$ cat config.mk
export PLATFORM = sky130hd
export DESIGN_NAME = alu_sequencer
export DESIGN_NICKNAME = d
export VERILOG_FILES = /design/src/rtl/alu_sequencer.sv
export SDC_FILE = /design/constraint.sdc
export NUM_CORES = 1
export LEC_CHECK = 0
export CORE_AREA = 5 5 138 140
export DETAILED_ROUTE_END_ITERATION = 16
export DIE_AREA = 0 0 143 145
export PLACE_DENSITY_LB_ADDON = 0.15
export SETUP_SLACK_MARGIN = 0.2
export SKIP_CTS_REPAIR_TIMING = 1
export SLEW_MARGIN = 25
export SYNTH_ARGS = -nofsm -noshare
export SYNTH_HDL_FRONTEND = slang
export SYNTH_SLANG_ARGS = --single-unit
$ cat constraint.sdc
create_clock -name CLK -period 6.9 [get_ports CLK]
set_input_delay 1.725 -clock CLK [delete_from_list [all_inputs] [get_ports CLK]]
set_output_delay 1.725 -clock CLK [all_outputs]
set_load 0.05 [all_outputs]
$ cat src/rtl/alu_sequencer.sv
// Instruction sequencer: program buffer + PC, issues words to the ALU datapath over Start/Rdy.
// Optional watchdog compiled in with `define SEQ_WATCHDOG_EN (TIMEOUT EXEC cycles per instruction).
module alu_sequencer #(
    parameter int DEPTH   = 16,
    parameter int AW      = 4,
    parameter int TIMEOUT = 32
) (
    input  logic          CLK,
    input  logic          RST,
    input  logic          LoadEn,
    input  logic [AW-1:0] LoadAddr,
    input  logic [15:0]   LoadData,
    input  logic          Run,
    input  logic          Abort,
    output logic [15:0]   Instr,
    output logic          Start,
    input  logic          Rdy,
    output logic [AW-1:0] Pc,
    output logic          Busy,
    output logic          Done,
    output logic          Err,
    output logic [2:0]    dbg_state_o
);

    typedef enum logic [2:0] {
        S_IDLE  = 3'd0,
        S_FETCH = 3'd1,
        S_EXEC  = 3'd2,
        S_DONE  = 3'd3,
        S_ERR   = 3'd4
    } state_t;

    localparam logic [AW-1:0] LastPc = AW'(DEPTH - 1);

    state_t        state_q, state_d;
    logic [AW-1:0] pc_q, pc_d;
    logic [15:0]   instr_q, instr_d;
    logic          start_q, busy_q, done_q;
    logic          wd_hit;
    logic [15:0]   mem_q [DEPTH];

    // Buffer is deliberately not reset so a program survives RST.
    always_ff @(posedge CLK) begin
        if (LoadEn && !busy_q) begin
            mem_q[LoadAddr] <= LoadData;
        end
    end

`ifdef SEQ_WATCHDOG_EN
    localparam logic [7:0] WdLast = 8'(TIMEOUT - 1);
    logic [7:0] wd_q, wd_d;
    logic       err_q;

    // Held at zero outside EXEC, so it always enters EXEC cleared.
    always_comb begin
        wd_d = wd_q;
        if (state_q != S_EXEC) begin
            wd_d = 8'd0;
        end else if (!Rdy) begin
            wd_d = wd_q + 8'd1;
        end
    end

    assign wd_hit = (state_q == S_EXEC) && !Rdy && (wd_q == WdLast);

    always_ff @(posedge CLK or negedge RST) begin
        if (!RST) begin
            wd_q  <= 8'd0;
            err_q <= 1'b0;
        end else begin
            wd_q  <= wd_d;
            err_q <= (state_d == S_ERR);
        end
    end

    assign Err = err_q;
`else
    logic unused_timeout;
    assign unused_timeout = ^8'(TIMEOUT);
    assign wd_hit         = 1'b0;
    assign Err            = 1'b0;
`endif

    // Handshake: Start is held high for the whole EXEC state with Instr stable; the
    // datapath raises Rdy for a cycle when done, and Rdy is only looked at in EXEC.
    always_comb begin
        state_d = state_q;
        pc_d    = pc_q;
        instr_d = instr_q;
        if (Abort) begin
            state_d = S_IDLE;
        end else begin
            case (state_q)
                S_IDLE: begin
                    if (Run) begin
                        state_d = S_FETCH;
                        pc_d    = '0;
                    end
                end
                S_FETCH: begin
                    instr_d = mem_q[pc_q];
                    state_d = (mem_q[pc_q][15:12] == 4'hF) ? S_DONE : S_EXEC;
                end
                S_EXEC: begin
                    if (Rdy) begin
                        if (pc_q == LastPc) begin
                            state_d = S_DONE;
                        end else begin
                            pc_d    = pc_q + AW'(1);
                            state_d = S_FETCH;
                        end
                    end else if (wd_hit) begin
                        state_d = S_ERR;
                    end
                end
                S_DONE, S_ERR: begin
                    if (Run) begin
                        state_d = S_FETCH;
                        pc_d    = '0;
                    end else if (state_q == S_DONE) begin
                        state_d = S_IDLE;
                    end
                end
                default: state_d = S_IDLE;
            endcase
        end
    end

    // Outputs are registered from the next state to keep input-to-output paths out.
    always_ff @(posedge CLK or negedge RST) begin
        if (!RST) begin
            state_q <= S_IDLE;
            pc_q    <= '0;
            instr_q <= 16'h0000;
            start_q <= 1'b0;
            busy_q  <= 1'b0;
            done_q  <= 1'b0;
        end else begin
            state_q <= state_d;
            pc_q    <= pc_d;
            instr_q <= instr_d;
            start_q <= (state_d == S_EXEC);
            busy_q  <= (state_d == S_FETCH) || (state_d == S_EXEC);
            done_q  <= (state_d == S_DONE);
        end
    end

    assign Instr       = instr_q;
    assign Start       = start_q;
    assign Pc          = pc_q;
    assign Busy        = busy_q;
    assign Done        = done_q;
    assign dbg_state_o = state_q;

endmodule

==> results of run 1 <==
[sequential cells by signal, summed over array words and instances, names as in the netlist]
register,flops
dbg_state_o,3
Busy,1
Start,1
Pc,4
Instr,16
Done,1
mem_q,256
[layer usage]
metal | vias to the layer above | routed length, um | GRT usage, % | share of wire (%)
met4 | 0 | 280 | 4.99 | 1.2
li1 | 2298 | - | - | -
met5 | - | 0 | 0 | 0
met1 | 2774 | 9420 | 34.7 | 42
met3 | 34 | 1940 | 5.43 | 8.6
met2 | 226 | 10900 | 33.4 | 48
[layout by cell type, fill, tap and decap left out, drive strengths merged, types with 2 or more instances in the layout]
cell type,instances
nor3,4
mux2,5
a22oi,4
and3,3
nand4b,3
or2,2
dfrtp,26
nand2b,3
nand2,50
nor2,23
mux2i,5
nor2b,5
clkbuf,33
a21oi,2
bufinv,6
inv,3
edfxtp,256
mux4,73
clkdlybuf4s50,51
nand4,2
nand3,7
buf,19
o21ai,11
clkinv,12
or3,2
[layout make-up]
cell class	instances	share of cell area (%)
Multi-Input combinational cell	216	19.4
Sequential cell	282	65.2
Antenna cell	1	0.0196
Timing Repair Buffer	70	5.11
Clock inverter	19	1.90
Tap cell	229	2.24
Inverter	3	0.0880
Clock buffer	33	6.03
[power breakdown]
part           internal [mW]  leakage (nW)  switching [mW]
Combinational          0.283          1.05           0.389
Sequential              1.92          2.64          0.0544
Clock                   1.02         0.503           0.603
Total                   3.23          4.19            1.05
[cell families (layout without fill, tap and decap cells)]
group,count (synthesis),after routing
AOI/OAI and AO/OA,23,23
muxes,83,83
and+or+nand+nor,108,108
buffers and inverters,27,125
DFF,282,282
other,1,2
adders and majority gates,1,1
[path summary, 6_finish.rpt]
kind,from,endpoint,slack [ns]
max,Pc[0],Pc[0],3.04
min,Instr[0],Instr[0],0.48
max reg2reg,Pc[0],Busy,3.67
min reg2reg,Instr[0],Instr[0],0.48
max in group asynchronous,RST,Pc[0],5.02
min in group asynchronous,RST,Instr[12],1.58
[through the flow]
stage                     setup WS (ns)  util (%)  power, mW  cells
final                              3.04      72.2       4.27    853
after CTS                          2.98      72.2       4.30    852
after floorplan                    3.19         -       2.49    525
after global placement             3.23      66.5       2.67    800
after detailed placement           3.19      66.5       2.69    800
after global routing               2.94      72.2       4.43    853
==> impl_metrics.tcl, run 1 <==
set metrics [dict create \
    yosys.cell_count.top_type "edfxtp_1" \
    cts.reportedPaths.clkPinSlew_ns 0.06 \
    grt_antenna_before_repair 2 \
    avgSynthCellArea_sq_um 21.0 \
    cts_buffers 28 \
    synth.distinct_cells 42 \
    synth_fa_ha_area_share_pct 0.113 \
    tns_ns 0 \
    drive_gt1_share_pct 23.1 \
    avgViaCountPerCell 6.25 \
    hold_violations 0 \
    wl_um 22500 \
    slew-limit-headroom_pct 31.1 \
    grt_max_degree 69 \
    fmax_ghz 0.259 \
    nNetsFinal 628 \
    synth-simple-area-share_pct 4.44 \
    leakage_nw 4.19 \
    startpoint_type "flip-flop" \
    cpLargestDelayFamily "buffers and inverters" \
    grt_pass1_wl_um 34400 \
    grt_pass1_vias 5547 \
    hp-class "flip-flop to flip-flop" \
    drv_slew 0 \
    synthTopCellsByArea "edfxtp_1, mux4_2, dfrtp_1" \
    rows 49 \
    fin_worst_skew_ns 0.00815 \
    ys_top_cells_by_count "edfxtp_1, mux4_2, nand2_1" \
    p_per_area_nw_per_um2 334 \
    gp_congestion 0.774 \
    min_path_cells 2 \
    antenna_left 0 \
    die_w_um 143 \
    synth_top_area_share_pct 69.6 \
    regArea_sq_um 8340 \
    ys_ff_latch 282 \
    synth_top_family_by_area "multiplexers" \
    grtUsageTotal_pct 22.4 \
    cts_max_level 1 \
    setup_viol 0 \
    cts_max_path_buffers 3 \
    critical_path_class "flip-flop to output port" \
    synthArstFlopShare_pct 9.22 \
    io_buffer_count 51 \
    drv_cap 0 \
    min_period_over_period_pct 56.0 \
    die_h_um 145 \
    path_cells "clkdlybuf4s50_1" \
    cts_tree "done" \
    synthCells 525 \
    worst_path_max_delay_cell "clkdlybuf4s50_1" \
    timing.hold.ws_ns 0.479 \
    first_pass_iters 5 \
    synth_ff_type "edfxtp_1" \
    ys_warn_count 0 \
    initial_core_util_pct 62.4 \
    io_pins 53 \
    period_needed_ns 3.86 \
    synth-xor-area-share_pct 0 \
    synth_compound_area_share_pct 1.36 \
    crit_path_max_incr_delay_ns 0.90 \
    post_drt_wl_per_cell_um 26.4 \
    synth_area_leader_cell "edfxtp_1" \
    arrival_ns 2.14 \
    dpl.hpwl_um 13700 \
    syn_area_sq_um 11100 \
    outcome "completed" \
    worst-path-stages 1 \
    endpoint_kind "output port" \
    multiInputGateArea_sq_um 2480 \
    crit_fanout 22 \
    drc 0 \
    syn2layout_area_growth_pct 15.7 \
    path_buf_inv 1 \
    final_area_sq_um 12800 \
    fillers 1016 \
    cts.sinks 282 \
    rsz0062_at_grt "no" \
    dpl-instance-area_sq_um 11800 \
    worst_ir_drop_vdd_uv 297 \
    die_area_sq_um 20700 \
    syn_nets 552 \
    vias 5332 \
    clockRootBuffer "clkbuf_16" \
    clock_latency_ns 0.52 \
    synth_mux_area_share_pct 16.3 \
    overflow 0 \
    yosysSeqAreaShare_pct 75.5 \
    worstMarginPinSlew_ns 1.03 \
    synth_edf_count 256 \
    core_sq_um 17700 \
    rr_worst_depth 7 \
    worstPathRequired_ns 5.18 \
    drt_first_iter_violations 679 \
]
Power figures use the tool's default switching activity.
==> run 2: changes to the inputs <==
--- a/config.mk
+++ b/config.mk
@@ -5,9 +5,9 @@
 export SDC_FILE = /design/constraint.sdc
 export NUM_CORES = 1
 export LEC_CHECK = 0
-export CORE_AREA = 5 5 138 140
+export CORE_AREA = 5 5 150 152
 export DETAILED_ROUTE_END_ITERATION = 16
-export DIE_AREA = 0 0 143 145
+export DIE_AREA = 0 0 155 157
 export PLACE_DENSITY_LB_ADDON = 0.15
 export SETUP_SLACK_MARGIN = 0.2
 export SKIP_CTS_REPAIR_TIMING = 1
==> constraint.sdc (replaced) <==
create_clock -name CLK -period 3.2 [get_ports CLK]
set_input_delay 0.8 -clock CLK [delete_from_list [all_inputs] [get_ports CLK]]
set_output_delay 0.8 -clock CLK [all_outputs]
set_load 0.05 [all_outputs]
==> run 2 against run 1 <==
  * Worst setup slack worse by 2.6 ns
  * Final area is 0.23% higher
  * Highest routed layer unchanged
  * Core utilization is 11 points lower
  * Cell count is 6.7% higher
  * Sequential share of layout area is 0.15 points lower
  * Critical path depth stayed put
  * Flip-flop and latch count stayed put
  * First-iteration DRC count is 56% lower
  * Die area is 17% higher
==> impl_metrics.tcl, run 2 (synthesized netlist as in run 1, its figures left out) <==
set metrics [dict create \
    fmax_ghz 0.361 \
    crit_fanout 14 \
    drt_first_iter_violations 298 \
    core_sq_um 20900 \
    switching_share_pct 25.2 \
    syn2layout_area_growth_pct 16.0 \
    worstMarginPinSlew_ns 0.597 \
    gp_congestion 0.793 \
    path_cells "clkdlybuf4s50_1" \
    worstPathRequired_ns 2.40 \
    initial_core_util_pct 52.9 \
    p_int_mw 6.52 \
    nNetsFinal 641 \
    avgViaCountPerCell 5.90 \
    post_drt_wl_per_cell_um 24.6 \
    die_h_um 157 \
    drv_cap 0 \
    wl_um 22400 \
    first_pass_iters 4 \
    fillers 1483 \
    grt_antenna_before_repair 0 \
    period_needed_ns 2.77 \
    drv_slew 0 \
    endpoint_kind "output port" \
    crit_path_max_incr_delay_ns 0.88 \
    outcome "completed" \
    clock_latency_ns 0.53 \
    rsz0062_at_grt "no" \
    overflow 0 \
    hp-class "flip-flop to flip-flop" \
    cts_max_level 1 \
    drt-met1-wl_um 9430 \
    comb_power_share_pct 16.7 \
    die_area_sq_um 24300 \
    clockRootBuffer "clkbuf_16" \
    cts.reportedPaths.clkPinSlew_ns 0.06 \
    die_w_um 155 \
    dr.max_layer_used "met4" \
    wl_met2_um 11200 \
    switching_power_mw 2.19 \
    dpl.hpwl_um 13900 \
    antenna_left 0 \
    io_buffer_count 51 \
    final_cell_mix "edfxtp_1, mux4_2, nand2_1, clkdlybuf4s50_1, buf_4" \
    startpoint_type "flip-flop" \
    p_clk_share_pct 34.8 \
    cts_tree "done" \
    io_pins 53 \
    grtUsageTotal_pct 19.0 \
    fin_worst_skew_ns 0.0116 \
    top_register "mem_q" \
    grt_pass1_vias 5556 \
    hold_violations 0 \
    setup_viol 0 \
    pwr-share-seq_pct 48.5 \
    grt_pass1_wl_um 34500 \
    antennaDiodeCount 0 \
    min_period_over_period_pct 86.6 \
    rows 53 \
    worst_path_max_delay_cell "clkdlybuf4s50_1" \
    drc 0 \
    leakage_nw 4.17 \
    final_common_cell "edfxtp_1" \
    largest_register_ffs 256 \
    drive_gt1_share_pct 25.0 \
    arrival_ns 1.97 \
    critical_path_class "flip-flop to output port" \
    worst_ir_drop_vdd_uv 351 \
    vias 5372 \
    wl_met3_um 1430 \
    path_buf_inv 1 \
    cpLargestDelayFamily "buffers and inverters" \
    cts.sinks 282 \
    setup_ws_ns 0.429 \
    cts_max_path_buffers 3 \
    place_ws_ns 0.473 \
    slew-limit-headroom_pct 60.1 \
    grt_max_degree 35 \
    p_per_area_nw_per_um2 680 \
    cts_buffers 28 \
    tns_ns 0 \
]
-- run 2: cell count changes in the layout (fill, tap and decap cells not counted), sizes merged --
cell,before,now
buf,19,33
bufinv,6,1
clkbuf,33,36
clkdlybuf4s50,51,50
clkinv,12,10
clkinvlp,1,4
diode,1,0
-- run 2: final cells by class --
cell class	instances	area (sq um)	area share, %
inverter	3	11.3	0.0878
clock buffer	36	752	5.87
clock inverter	15	103	0.800
sequential	282	8340	65.1
timing repair buffer	83	761	5.93
multi-input combinational	216	2510	19.5
tap	275	344	2.68
-- run 2: metrics by stage --
stage          utilization, %  cells  cell area, sq um  hold slack, ns  total power [mW]
2_1_floorplan               -    525             11100           0.504              5.37
3_3_place_gp             57.3    859             12000           0.459              5.77
3_5_place_dp             57.3    859             12000           0.461              5.79
4_1_cts                  61.4    910             12800           0.476              8.80
5_1_grt                  61.4    910             12800           0.496              9.06
6_report                 61.4    910             12800           0.471              8.71
-- run 2: path summary, 6_finish.rpt --
kind,start,endpoint,slack (ns),cells after the start
worst max-delay path,Pc[1],Pc[1],0.43,1
worst min-delay path,Instr[6],Instr[6],0.47,2
worst max register to register,Pc[0],Instr[8],0.79,6
worst min register to register,Instr[6],Instr[6],0.47,2
max in group asynchronous,RST,Pc[0],2.24,2
min in group asynchronous,RST,Instr[13],0.66,2
-- run 2: power groups by stage --
| stage | clock, mW | combinational (mW) | sequential [mW] |
|---|---|---|---|
| detailed placement | 0 | 1.48 | 4.31 |
| global placement | 0 | 1.46 | 4.30 |
| finish | 3.03 | 1.46 | 4.23 |
| CTS | 3.09 | 1.48 | 4.23 |
| global route | 3.27 | 1.55 | 4.24 |
| floorplan | 0 | 0.785 | 4.58 |
-- run 2: per-layer routing --
layer / up-vias / GRT usage (%)
met5: - / 0
met4: 0 / 4.16
met3: 31 / 2.72
met2: 196 / 32.0
met1: 2822 / 26.8
li1: 2323 / -
==> run 3: changes to the inputs <==
--- a/config.mk
+++ b/config.mk
@@ -6,6 +6,7 @@
 export NUM_CORES = 1
 export LEC_CHECK = 0
 export CORE_AREA = 5 5 150 152
+export CTS_CLUSTER_SIZE = 25
 export DETAILED_ROUTE_END_ITERATION = 16
 export DIE_AREA = 0 0 155 157
 export PLACE_DENSITY_LB_ADDON = 0.15
==> run 3 against run 2 <==
  * Clock-buffer cell count did not move
  * Register-to-register slack about the same
  * Global-route usage unchanged
  * Critical path type unchanged
  * Highest routed layer unchanged
  * Clock power barely moved
  * Hold slack about the same
  * Clock skew down 0.0021 ns
  * Critical path depth stayed put
  * Via count up 0.13%
==> impl_metrics.tcl, run 3 (synthesized netlist as in run 1, its figures left out) <==
set metrics [dict create \
    min_period_over_period_pct 86.5 \
    switching_share_pct 25.2 \
    io_buffer_count 51 \
    die_area_sq_um 24300 \
    cpLargestDelayFamily "buffers and inverters" \
    antennaDiodeCount 0 \
    tns_ns 0 \
    startpoint_type "flip-flop" \
    cts_max_path_buffers 3 \
    top_register "mem_q" \
    p_int_mw 6.52 \
    slew-limit-headroom_pct 60.8 \
    initial_core_util_pct 52.9 \
    setup_ws_ns 0.433 \
    path_buf_inv 1 \
    drv_cap 0 \
    outcome "completed" \
    grt_pass1_wl_um 34500 \
    drv_slew 0 \
    gp_congestion 0.793 \
    cts_buffers 28 \
    avgViaCountPerCell 5.91 \
    final_cell_mix "edfxtp_1, mux4_2, nand2_1, clkdlybuf4s50_1, buf_4" \
    die_w_um 155 \
    path_cells "clkdlybuf4s50_1" \
    p_clk_share_pct 34.7 \
    io_pins 53 \
    crit_path_max_incr_delay_ns 0.88 \
    hold_violations 0 \
    clock_latency_ns 0.53 \
    cts_tree "done" \
    core_sq_um 20900 \
    die_h_um 157 \
    arrival_ns 1.97 \
    worstMarginPinSlew_ns 0.587 \
    rsz0062_at_grt "no" \
    critical_path_class "flip-flop to output port" \
    post_drt_wl_per_cell_um 24.7 \
    worst_path_max_delay_cell "clkdlybuf4s50_1" \
    leakage_nw 4.17 \
    syn2layout_area_growth_pct 16.0 \
    antenna_left 0 \
    instances_no_fill 910 \
    largest_register_ffs 256 \
    worstPathRequired_ns 2.40 \
    rows 53 \
    drc 0 \
    setup_viol 0 \
    grtUsageTotal_pct 19.0 \
    crit_fanout 14 \
    cts_max_level 1 \
    timing.hold.ws_ns 0.471 \
    endpoint_kind "output port" \
    drive_gt1_share_pct 25.0 \
    cts.sinks 282 \
    grt_pass1_vias 5556 \
    nNetsFinal 641 \
    overflow 0 \
    wl_um 22500 \
    grt_max_degree 35 \
    period_needed_ns 2.77 \
    pwr-share-seq_pct 48.5 \
    hp-class "flip-flop to flip-flop" \
    switching_power_mw 2.19 \
    p_per_area_nw_per_um2 680 \
    placed_cells 859 \
    grt_antenna_before_repair 0 \
    fmax_ghz 0.361 \
    place_ws_ns 0.473 \
    worst_ir_drop_vdd_uv 349 \
    drt_first_iter_violations 324 \
    clockRootBuffer "clkbuf_16" \
    utilization_pct 61.4 \
    fin_worst_skew_ns 0.00950 \
    dpl.hpwl_um 13900 \
    cts.reportedPaths.clkPinSlew_ns 0.06 \
    first_pass_iters 5 \
    comb_power_share_pct 16.7 \
    final_common_cell "edfxtp_1" \
    vias 5379 \
]
## run 3: final timing paths
kind / startpoint / endpoint / slack [ns] / depth (start not counted)
min reg2reg: Instr[6] / Instr[6] / 0.47 / 2
min: Instr[6] / Instr[6] / 0.47 / 2
max reg2reg: Pc[0] / Instr[8] / 0.80 / 6
max: Pc[1] / Pc[1] / 0.43 / 1
min in group asynchronous: RST / Instr[13] / 0.66 / 2
max in group asynchronous: RST / Pc[0] / 2.25 / 2
## run 3: routing by layer
metal  up-vias  part of all wire, %  global-route usage [%]
li1       2321                    -                       -
met1      2855                   43                    26.8
met2       172                   50                    32.0
met3        31                  5.5                    2.72
met4         0                  1.6                    4.16
met5         -                    0                       0
## run 3: final cells by class
cell class,count,area (sq um)
Tap cell,275,344
Multi-Input combinational cell,216,2510
Inverter,3,11.3
Timing Repair Buffer,83,761
Sequential cell,282,8340
Fill cell,1483,8070
Clock buffer,36,752
Clock inverter,15,103
## run 3: power groups by stage
stage                     clock, mW  combinational (mW)  sequential (mW)
after CTS                      3.09                1.48             4.23
after global placement            0                1.46             4.30
final                          3.03                1.46             4.23
after global routing           3.27                1.55             4.24
after detailed placement          0                1.48             4.31
after floorplan                   0               0.785             4.58
## run 3: stage by stage
step                      cell area, sq um  power [mW]
after floorplan                      11100        5.37
final                                12800        8.71
after CTS                            12800        8.80
after detailed placement             12000        5.79
after global placement               12000        5.77
after global routing                 12800        9.06
